--- src/rtl/fifo_uart_drain.sv ---
// Purpose: pops 15-bit words from a registered-read FIFO and sends each out a
//   UART TX line as two 8N1 frames, low byte first; counts words sent.
// Latency: ren in cycle N, start bit from N+2, word done (count++) at N+2+20*CLKS_PER_BIT.
// Backpressure: pops only in IDLE when enable=1 and empty=0; busy covers the whole word.
// Ports: clock, reset (sync, active-high), enable, empty, dataIn[14:0] (in);
//   ren, tx, busy, word_count[COUNT_W-1:0] (out).
module fifo_uart_drain #(
  parameter int CLKS_PER_BIT = 434,
  parameter int COUNT_W      = 8
) (
  input  logic               clock,
  input  logic               reset,
  input  logic               enable,
  input  logic               empty,
  input  logic [14:0]        dataIn,
  output logic               ren,
  output logic               tx,
  output logic               busy,
  output logic [COUNT_W-1:0] word_count
);

  localparam int BAUD_W = $clog2(CLKS_PER_BIT);
  localparam logic [BAUD_W-1:0] BAUD_LAST = BAUD_W'(CLKS_PER_BIT - 1);

  typedef enum logic [2:0] {
    IDLE  = 3'd0,
    LOAD  = 3'd1,
    START = 3'd2,
    DATA  = 3'd3,
    STOP  = 3'd4
  } state_t;

  state_t            state_q;
  state_t            state_d;
  logic [BAUD_W-1:0] baud_cnt;
  logic [2:0]        bit_cnt;
  logic              byte_sel;
  logic [14:0]       word_q;
  logic [7:0]        shreg;
  logic              bit_done;

  assign bit_done = (baud_cnt == BAUD_LAST);

  always_ff @(posedge clock) begin
    if (reset) begin
      state_q <= IDLE;
    end else begin
      state_q <= state_d;
    end
  end

  // ren/busy assert in the same cycle the pop decision is made so the
  // FIFO's registered read data lands in LOAD.
  always_comb begin
    state_d = state_q;
    ren     = 1'b0;
    tx      = 1'b1;
    busy    = (state_q != IDLE);
    case (state_q)
      IDLE: begin
        if (!reset && enable && !empty) begin
          ren     = 1'b1;
          busy    = 1'b1;
          state_d = LOAD;
        end
      end
      LOAD: begin
        state_d = START;
      end
      START: begin
        tx = 1'b0;
        if (bit_done) state_d = DATA;
      end
      DATA: begin
        tx = shreg[0];
        if (bit_done && (bit_cnt == 3'd7)) state_d = STOP;
      end
      STOP: begin
        tx = 1'b1;
        if (bit_done) state_d = byte_sel ? IDLE : START;
      end
      default: begin
        state_d = IDLE;
      end
    endcase
  end

  always_ff @(posedge clock) begin
    if (reset) begin
      baud_cnt   <= '0;
      bit_cnt    <= '0;
      byte_sel   <= 1'b0;
      word_q     <= '0;
      shreg      <= '0;
      word_count <= '0;
    end else begin
      case (state_q)
        LOAD: begin
          word_q   <= dataIn;
          byte_sel <= 1'b0;
          baud_cnt <= '0;
          bit_cnt  <= '0;
        end
        START: begin
          if (bit_done) begin
            baud_cnt <= '0;
            bit_cnt  <= '0;
            // The frame byte is loaded at the end of the start bit so both
            // frames share one load point.
            shreg    <= byte_sel ? {1'b0, word_q[14:8]} : word_q[7:0];
          end else begin
            baud_cnt <= baud_cnt + BAUD_W'(1);
          end
        end
        DATA: begin
          if (bit_done) begin
            baud_cnt <= '0;
            bit_cnt  <= bit_cnt + 3'd1;
            shreg    <= {1'b0, shreg[7:1]};
          end else begin
            baud_cnt <= baud_cnt + BAUD_W'(1);
          end
        end
        STOP: begin
          if (bit_done) begin
            baud_cnt <= '0;
            if (!byte_sel) begin
              byte_sel <= 1'b1;
            end else begin
              word_count <= word_count + COUNT_W'(1);
            end
          end else begin
            baud_cnt <= baud_cnt + BAUD_W'(1);
          end
        end
        default: begin
          baud_cnt <= '0;
        end
      endcase
    end
  end

endmodule

--- config.mk ---
export PLATFORM = sky130hd
export DESIGN_NAME = fifo_uart_drain
export DESIGN_NICKNAME = d
export VERILOG_FILES = /design/src/rtl/fifo_uart_drain.sv
export SDC_FILE = /design/constraint.sdc
export NUM_CORES = 1
export LEC_CHECK = 0
export ABC_CLOCK_PERIOD_IN_PS = 3300
export CORE_MARGIN = 2
export CORE_UTILIZATION = 50
export DETAILED_ROUTE_END_ITERATION = 10
export PLACE_DENSITY = 0.74
export SLEW_MARGIN = 20
export SYNTH_ARGS = -nofsm -noshare
export SYNTH_HDL_FRONTEND = slang
export SYNTH_SLANG_ARGS = --single-unit
--- constraint.sdc ---
create_clock -name clock -period 3.3 [get_ports clock]
set_input_delay 0.66 -clock clock [delete_from_list [all_inputs] [get_ports clock]]
set_output_delay 0.66 -clock clock [all_outputs]
set_load 0.03 [all_outputs]
==> Word-level counts from Yosys, hierarchy flattened <==
Cells that the tools add are included.
W data, S select, Z words.
{ "word_totals": {"ff_bits": 47, "input_bits": 19, "output_inout_bits": 11, "wordCells": 59} }
{ "op_classes": {"add_sub_neg": 3, "eq_ne": 11, "n_mux": 20, "bitwise": 1, "n_reduce_logical": 17} }
{ "op_table": {"columns": ["op", "count"], "rows": [
  ["$mux W8", 3],
  ["$mux W3", 6],
  ["$pmux W8 S2", 1],
  ["$pmux W3 S5", 1],
  ["$ne A2 B2 Y1 const B", 5],
  ["$add A9 B1 Y9 const B", 1],
  ["$eq A9 B9 Y1 const B", 1],
  ["$pmux W3 S3", 1],
  ["$reduce_and A3 Y1", 3],
  ["$add A8 B1 Y8 const B", 1],
  ["$eq A3 B2 Y1 const B", 2],
  ["$eq A3 B3 Y1 const B", 2],
  ["$reduce_bool A3 Y1", 2],
  ["$reduce_or A3 Y1", 2],
  ["$mux W1", 5],
  ["$pmux W1 S2", 2],
  ["$reduce_and A4 Y1", 1],
  ["$reduce_bool A2 Y1", 2],
  ["$add A3 B1 Y3 const B", 1],
  ["$eq A3 B1 Y1 const B", 1],
  ["$logic_and A1 B1 Y1", 3],
  ["$logic_not A3 Y1", 1],
  ["$logic_not A1 Y1", 2],
  ["$mux W2", 1],
  ["other kinds (2)", 2]
]} }

==> Longest topological paths before layout <==
Gate-level depths: netlist (run 1).
{ "logic_depth": {"depth_word": 5, "ltp_mapped": 8, "depth_no_buf": 6} }

==> Least setup slack after synthesis (run 1) <==
No wires, ideal clock.
{ "synth_timing": {"path_kind": "input -> output", "start": "input port reset", "end": "output port ren", "arrival_time_ps": 1912, "required_ps": 2640, "path_slack_ps": 728, "path_stages": 2, "n_path_buf": 1, "cell_sequence": "clkbuf_1 -> nor4b_1"} }
{ "synth_via": {"elab_chain_len": 5} }
{ "synth_rtl": {"columns": ["item", "line", "source"], "rows": [
  ["from (decl)", "12", "input logic reset,"],
  ["$logic_not A1 Y1", "61", "if (!reset && enable && !empty) begin"],
  ["$logic_and A1 B1 Y1 (2 in a row)", "61", null],
  ["$mux W1", "61", null],
  ["$mux W1", "59", "case (state_q)"],
  ["to (decl)", "16", "output logic ren,"]
]} }
Every way passes these cells.

==> Worst setup path in the final report (run 1) <==
{ "layout_timing": {"start": "input port empty", "end": "output port busy"} }
{ "layout_via": {"elab_chain_len": 4} }
{ "layout_rtl": {"columns": ["item", "line", "source"], "rows": [
  ["from (decl)", "14", "input logic empty,"],
  ["$logic_not A1 Y1", "61", null],
  ["$logic_and A1 B1 Y1", "61", null],
  ["$mux W1", "61", null],
  ["$mux W1", "59", null],
  ["to (decl)", "18", "output logic busy,"]
]} }
Every way passes these cells.

==> results of run 1 <==
==> final cells by class <==
type                            instances  area (um2)  share of cell area (%)
Clock buffer                            8         100                    3.96
Inverter                                5        18.8                   0.742
Timing Repair Buffer                   30         295                    11.7
Tap cell                               50        62.6                    2.47
Multi-Input combinational cell        190        1110                    44.0
Sequential cell                        47         941                    37.2
==> power by group <==
group,switching (uW),total (uW),internal [uW],leakage [uW]
registers,19.9,607,587,0.000380
logic,76.3,138,61.7,0.000416
clock network,177,368,191,0.0000515
total,273,1110,840,0.000848
==> critical path: stages <==
cell and delay, ns:
clkdlybuf4s50_1 0.38, nand2b_1 0.18, o21ai_0 0.17, clkdlybuf4s50_1 0.69
==> path summary, 6_finish.rpt <==
path	endpoint	startpoint	slack [ns]	cells past startpoint
max reg2reg	word_count[5]$_SDFFE_PP0P_	byte_sel$_SDFFE_PP0P_	1.49	4
min reg2reg	shreg[2]$_SDFFE_PP0P_	shreg[2]$_SDFFE_PP0P_	0.45	2
max	busy	empty	0.55	4
min	shreg[2]$_SDFFE_PP0P_	shreg[2]$_SDFFE_PP0P_	0.45	2
==> through the flow <==
step                      hold WS, ns  worst slack, ns  total power, uW  util, %  cells
after detailed placement        0.445            0.535              760     59.9    322
after global routing            0.470            0.501             1170     62.3    330
after floorplan                 0.429            0.728              711        -    256
after global placement          0.442            0.576              758     59.9    322
after CTS                       0.457            0.537             1130     62.3    330
final                           0.454            0.554             1110     62.3    330
==> cell usage in the layout, fill, tap and decap left out, drive strengths merged, types with 3 or more instances in the layout <==
master / n
a31oi: 4
xor2: 4
clkbuf: 8
and3: 4
o31ai: 3
inv: 5
dfxtp: 47
a21oi: 34
o211ai: 7
nand4: 5
o21ai: 3
ha: 5
clkdlybuf4s50: 28
or4: 3
nor2: 14
nand2: 57
nand3: 13
or3: 3
xnor2: 5
mux2i: 7
==> metal layers <==
layer	global-route usage, %	vias to the layer above
li1	-	938
met5	0	-
met2	28.8	30
met1	23.9	796
met3	4.07	2
met4	5.23	0
==> kinds of logic (layout without fill, tap and decap cells) <==
family	count (synthesis)	in the layout	share of synthesized area, %
AOI/OAI and AO/OA	55	55	14.9
xor gates and xnor gates	9	9	3.68
adders and majority gates	5	5	2.92
buffers and inverters	19	43	4.26
DFF	47	47	43.9
muxes	7	7	3.27
and+or+nand+nor	114	114	27.1
==> flip-flops by register name, indices dropped and copies added (netlist names) <==
signal      count
word_q         15
baud_cnt        9
shreg           8
word_count      8
bit_cnt         3
state_q         3
byte_sel        1
==> summary.md, run 1 <==
| Metric | Value |
|---|---|
| Crit. End Element | primary output |
| Starting density of the core | 52.9% |
| Top Ports | 30 |
| Slew headroom | 41.1% |
| Fin. Hold Viols | 0 |
| Post-synthesis cell type count | 40 |
| Max Cap Viol | 0 |
| Global-route wire length before repair | 7100 um |
| Clock latency on the worst-skew pair | 0.29 ns |
| Number of hold buffers added after cts | 0 |
| DRC Markers | 0 |
| Crit Path Class | primary input to primary output |
| Synth top area share | 43.9% |
| Avg Inst Size Synth | 8.38 um2 |
| Post-synth EDFFs | 0 |
| Asr flop ratio synth | 0% |
| Cell area after layout | 0.00253 mm2 |
| Core ar. | 0.00406 mm2 |
| Mapped Nets | 280 |
| Largest net degree at the start of global routing | 41 |
| GRT overflow | 0 |
| Synth warnings | 0 |
| Critical path arrival | 2.09 ns |
| Leak pwr | 0.000848 uW |
| CTS tree | done |
| Min Clock Period, post-route | 2.75 ns |
| Final setup TNS | 0 ns |
| Max Slew Vio Count | 0 |
| DPL Wire Length | 2840 um |
| Gr usage total | 17.9% |
| Via density | 5.35 |
| Max layer used | met4 |
| Die width | 69.5 um |
| # setup viols final | 0 |
| Vias | 1766 |
| Synthesis-stage register bit count | 47 |
| Drt pass-1 iters | 6 |
| Critical Path RT | 2.64 ns |
| Reg clk slew, reported paths | 0.08 ns |
| Post-route ant nets | 0 |
| Max Fclk | 364 MHz |
| Fill count | 375 |
| Met1 Routed Length | 1960 um |
| Status | finished, final reports clean |
| Maximum fanout along the worst path | 3 |
| Yosys top cell by area | dfxtp_1 |
| Ant. Diodes | 0 |
| Synth top area cells | dfxtp_1 (44%), nand2_1 (10%), a21oi_1 (7.9%) |
| Initial antenna violation count | 0 |
| Final #Nets | 303 |
| Seq/Total Area, Yosys | 43.9% |
| Crit start category | primary input |
| RSZ-0062 raised after global routing | false |
| Crit share post-route | 83.2% |
| Met3 wire len | 122 um |
| Number of core rows | 23 |
| Port bufs | 29 |
| Clk buf depth | 2 |
| Fin Clk Skew | 0.00755 ns |
| Number of DRC violations after detailed-routing iteration 0 | 54 |
| Syn Inst Count | 256 |
| Die Y | 69.5 um |
| CTS Root Cell | clkbuf_8 |
| Layout cell share with drive strength beyond 1 | 6.79% |
| Postcts setup bufs | 0 |
| Cts repair resizes | 0 |
| Top cells by count, synth | nand2_1 (57), dfxtp_1 (47), a21oi_1 (34) |
| VDD IR-drop max | 0.237 mV |
| P&R area growth vs syn | 18.0% |
| CTS Sinks | 47 |
| Met2 wire len | 1930 um |
| Pwr dens | 440 mW/mm2 |
| Num CTS Buffers | 5 |
| GPL Wtd Cong | 0.792 |
| Top-count cell post-synth | nand2_1 |
| Worst Tran Pin Value | 0.880 ns |
| Vias in the first global route | 1562 |
| Cell Area, Synth | 0.00214 mm2 |
| Detailed Route WL | 4030 um |
| Hold Crit Class | flip-flop to flip-flop |
| WL/cell | 12.2 um |
| DP Area | 0.00243 mm2 |
| H-tree Lvls | 2 |
| Die ar. | 0.00483 mm2 |
| Post-synth top flop | dfxtp_1 |
Note: power is estimated with default switching activity, not from simulation.
==> run 2, diff against run 1 <==
ABC_CLOCK_PERIOD_IN_PS = 2300   (was 3300)
CORE_UTILIZATION = 48   (was 50)
clock period = 2.3 ns   (was 3.3 ns; I/O delays follow)
==> run 2 against run 1 <==
- via count is 2.2% higher
- non-clock buffer count is 6 higher
- first-iteration DRC count is 1.9% lower
- sequential share of layout area is 0.88 points lower
- core utilization is 2.4 points lower
- register-to-register slack worse by 0.92 ns
- die area is 3.9% higher
- setup slack worse by 0.27 ns
- sequential power is 41% higher
- critical path type unchanged
==> summary.md, run 2 (same netlist as run 1, synthesis figures left out) <==
| Metric | Value |
|---|---|
| Status | finished, final reports clean |
| Hold depth | 2 |
| Commonest non-fill, non-tap cell in the layout | nand2_1 |
| VDD IR-drop max | 0.395 mV |
| Starting density of the core | 49.6% |
| WL/cell | 12.1 um |
| Slew headroom | 62.1% |
| Largest regs | word_q (15), baud_cnt (9) |
| DPL Wire Length | 2870 um |
| P&R area growth vs syn | 20.8% |
| GPL Wtd Cong | 0.826 |
| Initial antenna violation count | 0 |
| Final setup TNS | 0 ns |
| Post-route ant nets | 0 |
| Vias | 1805 |
| Clk buf depth | 2 |
| Leak pwr | 0.000884 uW |
| Die Y | 70.8 um |
| Hold Crit Class | flip-flop to flip-flop |
| Critical path arrival | 1.56 ns |
| CTS tree | done |
| Layout cell share with drive strength beyond 1 | 9.44% |
| Max reg flops | 15 |
| CTS Root Cell | clkbuf_8 |
| Fin Clk Skew | 0.00397 ns |
| H-tree Lvls | 2 |
| Via density | 5.34 |
| Max Slew Vio Count | 0 |
| Clock latency on the worst-skew pair | 0.30 ns |
| Core ar. | 0.00432 mm2 |
| Pwr dens | 630 mW/mm2 |
| Number of core rows | 24 |
| Crit start category | primary input |
| Place WS | 0.263 ns |
| Postcts setup bufs | 0 |
| Cts repair resizes | 0 |
| Die width | 70.8 um |
| Critical Path RT | 1.84 ns |
| RSZ-0062 raised after global routing | false |
| Maximum fanout along the worst path | 40 |
| Number of hold buffers added after cts | 0 |
| Num CTS Buffers | 5 |
| Number of DRC violations after detailed-routing iteration 0 | 53 |
| GRT overflow | 0 |
| Final core utilization | 59.9% |
| Reg clk slew, reported paths | 0.08 ns |
| Largest Register | word_q |
| Max Cap Viol | 0 |
| Port bufs | 29 |
| Final #Nets | 309 |
| Worst Reg-to-Reg Cells | 6 |
| # setup viols final | 0 |
| CTS Sinks | 47 |
| Top Ports | 30 |
| Worst Tran Pin Value | 0.567 ns |
| Max Fclk | 495 MHz |
| Crit. End Element | primary output |
| Vias in the first global route | 1687 |
| Largest net degree at the start of global routing | 41 |
| Global-route wire length before repair | 7310 um |
| Gr usage total | 17.8% |
| Drt pass-1 iters | 4 |
| Min Clock Period, post-route | 2.02 ns |
| Crit share post-route | 87.8% |
| Detailed Route WL | 4070 um |
| DRC Markers | 0 |
| Crit Path Class | primary input to primary output |
| Most frequent cells in the layout | nand2_1 (57), dfxtp_1 (47), a21oi_1 (34) |
| Die ar. | 0.00502 mm2 |
| Setup ws final | 0.281 ns |
| Fin. Hold Viols | 0 |
| Ant. Diodes | 0 |
[run 2: cell count changes in the layout (fill, tap and decap cells not counted)]
cell	previous run	this run
buf_4	2	8
clkinvlp_4	0	1
clkdlybuf4s50_1	28	27
clkbuf_1	1	0
buf_12	0	1
[run 2: worst max-delay path: stages]
cell	delay, ns
clkdlybuf4s50_1	0.57
buf_12	0.23
o21ai_0	0.12
buf_4	0.18
[run 2: cell type report]
class | instances | area, um2
repair buffers | 36 | 350
well taps | 52 | 65.1
clock buffers | 7 | 96.3
fillers | 400 | 1730
clock inverters | 1 | 7.51
inverters | 5 | 18.8
multi-input cells | 190 | 1110
flip-flops and latches | 47 | 941
[run 2: path summary, 6_finish.rpt]
path                            from  slack (ns)                       to
max reg2reg   baud_cnt[1]$_SDFF_PP0_        0.57   baud_cnt[6]$_SDFF_PP0_
min          word_q[12]$_SDFFE_PP0P_        0.45  word_q[12]$_SDFFE_PP0P_
max                            reset        0.28                     busy
min reg2reg  word_q[12]$_SDFFE_PP0P_        0.45  word_q[12]$_SDFFE_PP0P_
[run 2: metal layers]
| metal | share of wire (%) | global-route usage [%] | vias up |
|---|---|---|---|
| li1 | - | - | 950 |
| met1 | 49 | 22.5 | 818 |
| met2 | 47 | 30.3 | 29 |
| met3 | 3.5 | 3.56 | 8 |
| met4 | 1.4 | 6.29 | 0 |
| met5 | 0 | 0 | - |
[run 2: report_power, final]
group          leakage (uW)  internal (uW)  switching [uW]
sequential         0.000380            842            15.2
combinational      0.000453            104             127
clock             0.0000505            273             271
[run 2: through the flow]
step	area, um2	std cells	hold slack (ns)	power (uW)
after detailed placement	2490	330	0.447	1110
after CTS	2590	338	0.459	1650
after global placement	2490	330	0.442	1110
final	2590	338	0.455	1630
after floorplan	2140	256	0.429	1020
after global routing	2590	338	0.483	1710
==> run 3, diff against run 2 <==
PLACE_DENSITY = 0.7   (was 0.74)
==> run 3 against run 2 <==
- count of clock-buffer cells in the layout is 1 lower
- sequential power hardly changed
- first-iteration DRC count is 17% higher
- die area stayed put
- critical path depth is 1 lower
- non-clock buffer count is 1 higher
- wire length is 3.2% higher
- maximum frequency is 0.14% lower
- hold slack better by 0.0033 ns
- sequential share of layout area is 0.30 points higher
- setup slack worse by 0.0027 ns
- critical endpoint is now tx
==> summary.md, run 3 (same netlist as run 1, synthesis figures left out) <==
| Metric | Value |
|---|---|
| Reg-to-Reg Start | baud_cnt[1]$_SDFF_PP0_ |
| Worst Tran Pin Value | 0.564 ns |
| Max Slew Vio Count | 0 |
| Number of DRC violations after detailed-routing iteration 0 | 62 |
| CTS tree | done |
| Largest regs | word_q (15), baud_cnt (9) |
| Flop2flop setup slack | 0.59 ns |
| Crit start category | flip-flop |
| H-tree Lvls | 2 |
| Final #Nets | 310 |
| # setup viols final | 0 |
| Hold depth | 2 |
| Initial antenna violation count | 0 |
| Commonest non-fill, non-tap cell in the layout | nand2_1 |
| Post-route ant nets | 0 |
| Hold_sp | shreg[4]$_SDFFE_PP0P_ |
| Design Power | 1580 uW |
| Largest net degree at the start of global routing | 22 |
| Top Ports | 30 |
| Layout cell share with drive strength beyond 1 | 9.44% |
| Number of hold buffers added after cts | 0 |
| Hold Crit Class | flip-flop to flip-flop |
| Worst Reg-to-Reg Cells | 6 |
| RSZ-0062 raised after global routing | false |
| Global-route wire length before repair | 7710 um |
| Most frequent cells in the layout | nand2_1 (57), dfxtp_1 (47), a21oi_1 (34) |
| Critical path arrival | 1.56 ns |
| Clock share of power | 31.3% |
| Min Clock Period, post-route | 2.02 ns |
| WL/cell | 12.4 um |
| Detailed Route WL | 4200 um |
| Port bufs | 29 |
| Via density | 5.33 |
| Critical Path RT | 1.84 ns |
| Hold endpoint | shreg[4]$_SDFFE_PP0P_ |
| Switching Share | 25.4% |
| Max reg flops | 15 |
| Pwr dens | 616 mW/mm2 |
| Crit share post-route | 87.9% |
| VDD IR-drop max | 0.451 mV |
| Crit. End Element | primary output |
| Crit Path Class | flip-flop to primary output |
| R2r endpoint | baud_cnt[7]$_SDFF_PP0_ |
| Ant. Diodes | 0 |
| CTS Root Cell | clkbuf_8 |
| CTS Sinks | 47 |
| Clk buf depth | 2 |
| Reg clk slew, reported paths | 0.08 ns |
| Vias in the first global route | 1784 |
| Psw | 402 uW |
| Multi-input gate area | 0.00111 mm2 |
| Internal power | 1180 uW |
| Largest Register | word_q |
| P&R area growth vs syn | 19.8% |
| Maximum fanout along the worst path | 4 |
| Drt pass-1 iters | 4 |
| Comb power frac | 14.5% |
| Gr usage total | 19.0% |
| Reg power frac | 54.2% |
| DRC Markers | 0 |
| Vias | 1802 |
| Max Cap Viol | 0 |
| Clock latency on the worst-skew pair | 0.29 ns |
| Fill count | 424 |
| Starting density of the core | 49.6% |
| Num CTS Buffers | 5 |
| Core ar. | 0.00432 mm2 |
| Die width | 70.8 um |
| Reg area | 941 um2 |
| Die Y | 70.8 um |
| Cts repair resizes | 0 |
| Max Fclk | 495 MHz |
| Slew headroom | 62.3% |
| Postcts setup bufs | 0 |
| Fin Clk Skew | 0.00893 ns |
| Status | finished, final reports clean |
| Final setup TNS | 0 ns |
| GRT overflow | 0 |
| Fin. Hold Viols | 0 |
| Number of core rows | 24 |
| Leak pwr | 0.000881 uW |
| DPL Wire Length | 3000 um |
| Die ar. | 0.00502 mm2 |
| GPL Wtd Cong | 0.790 |
==> run 3: cell types whose count changed in the layout (fill, tap and decap cells not counted), sizes merged <==
cell and delta:
buf +1, clkbuf -1, clkinv +1, clkinvlp -1
==> run 3: power groups by stage <==
stage	registers (uW)	logic, uW	clock network [uW]
floorplan	874	146	0
global placement	876	231	0
detailed placement	877	231	0
CTS	858	232	506
global route	861	259	541
finish	858	230	495
==> run 3: routing by layer <==
metal | global-route usage [%] | wire [um] | up-vias
met3 | 3.85 | 157 | 7
li1 | - | - | 952
met2 | 32.2 | 2060 | 37
met1 | 23.5 | 1920 | 806
met5 | 0 | 0 | -
met4 | 7.97 | 68 | 0
==> run 3: worst max path at each step <==
stage / start / to / slack, ns / depth (start not counted)
2_1_floorplan: reset / ren / 0.13 / 2
3_3_place_gp: empty / ren / 0.38 / 4
3_5_place_dp: empty / ren / 0.31 / 4
4_1_cts: state_q[1]$_SDFFE_PP0P_ / tx / 0.26 / 3
5_1_grt: state_q[1]$_SDFFE_PP0P_ / tx / 0.20 / 3
6_report: state_q[1]$_SDFFE_PP0P_ / tx / 0.28 / 3
==> run 3: worst max-delay path, cell delays in order, from the launching register on <==
cell and delay, ns:
dfxtp_1 0.33, nor2b_1 0.24, nand2_1 0.11, clkdlybuf4s50_1 0.60
==> run 3: per-stage QoR <==
stage / worst slack [ns] / cells / utilization (%) / hold WS (ns) / area (um2)
2_1_floorplan: 0.128 / 256 / - / 0.429 / 2140
3_3_place_gp: 0.385 / 331 / 57.4 / 0.443 / 2480
3_5_place_dp: 0.315 / 331 / 57.4 / 0.446 / 2480
4_1_cts: 0.259 / 338 / 59.4 / 0.459 / 2570
5_1_grt: 0.195 / 338 / 59.4 / 0.469 / 2570
6_report: 0.279 / 338 / 59.4 / 0.458 / 2570
==> run 3: cell type report <==
class	count	share of cell area, %
Inverter	5	0.730
Clock buffer	6	3.21
Sequential cell	47	36.6
Tap cell	52	2.53
Clock inverter	1	0.195
Timing Repair Buffer	37	13.4
Multi-Input combinational cell	190	43.3
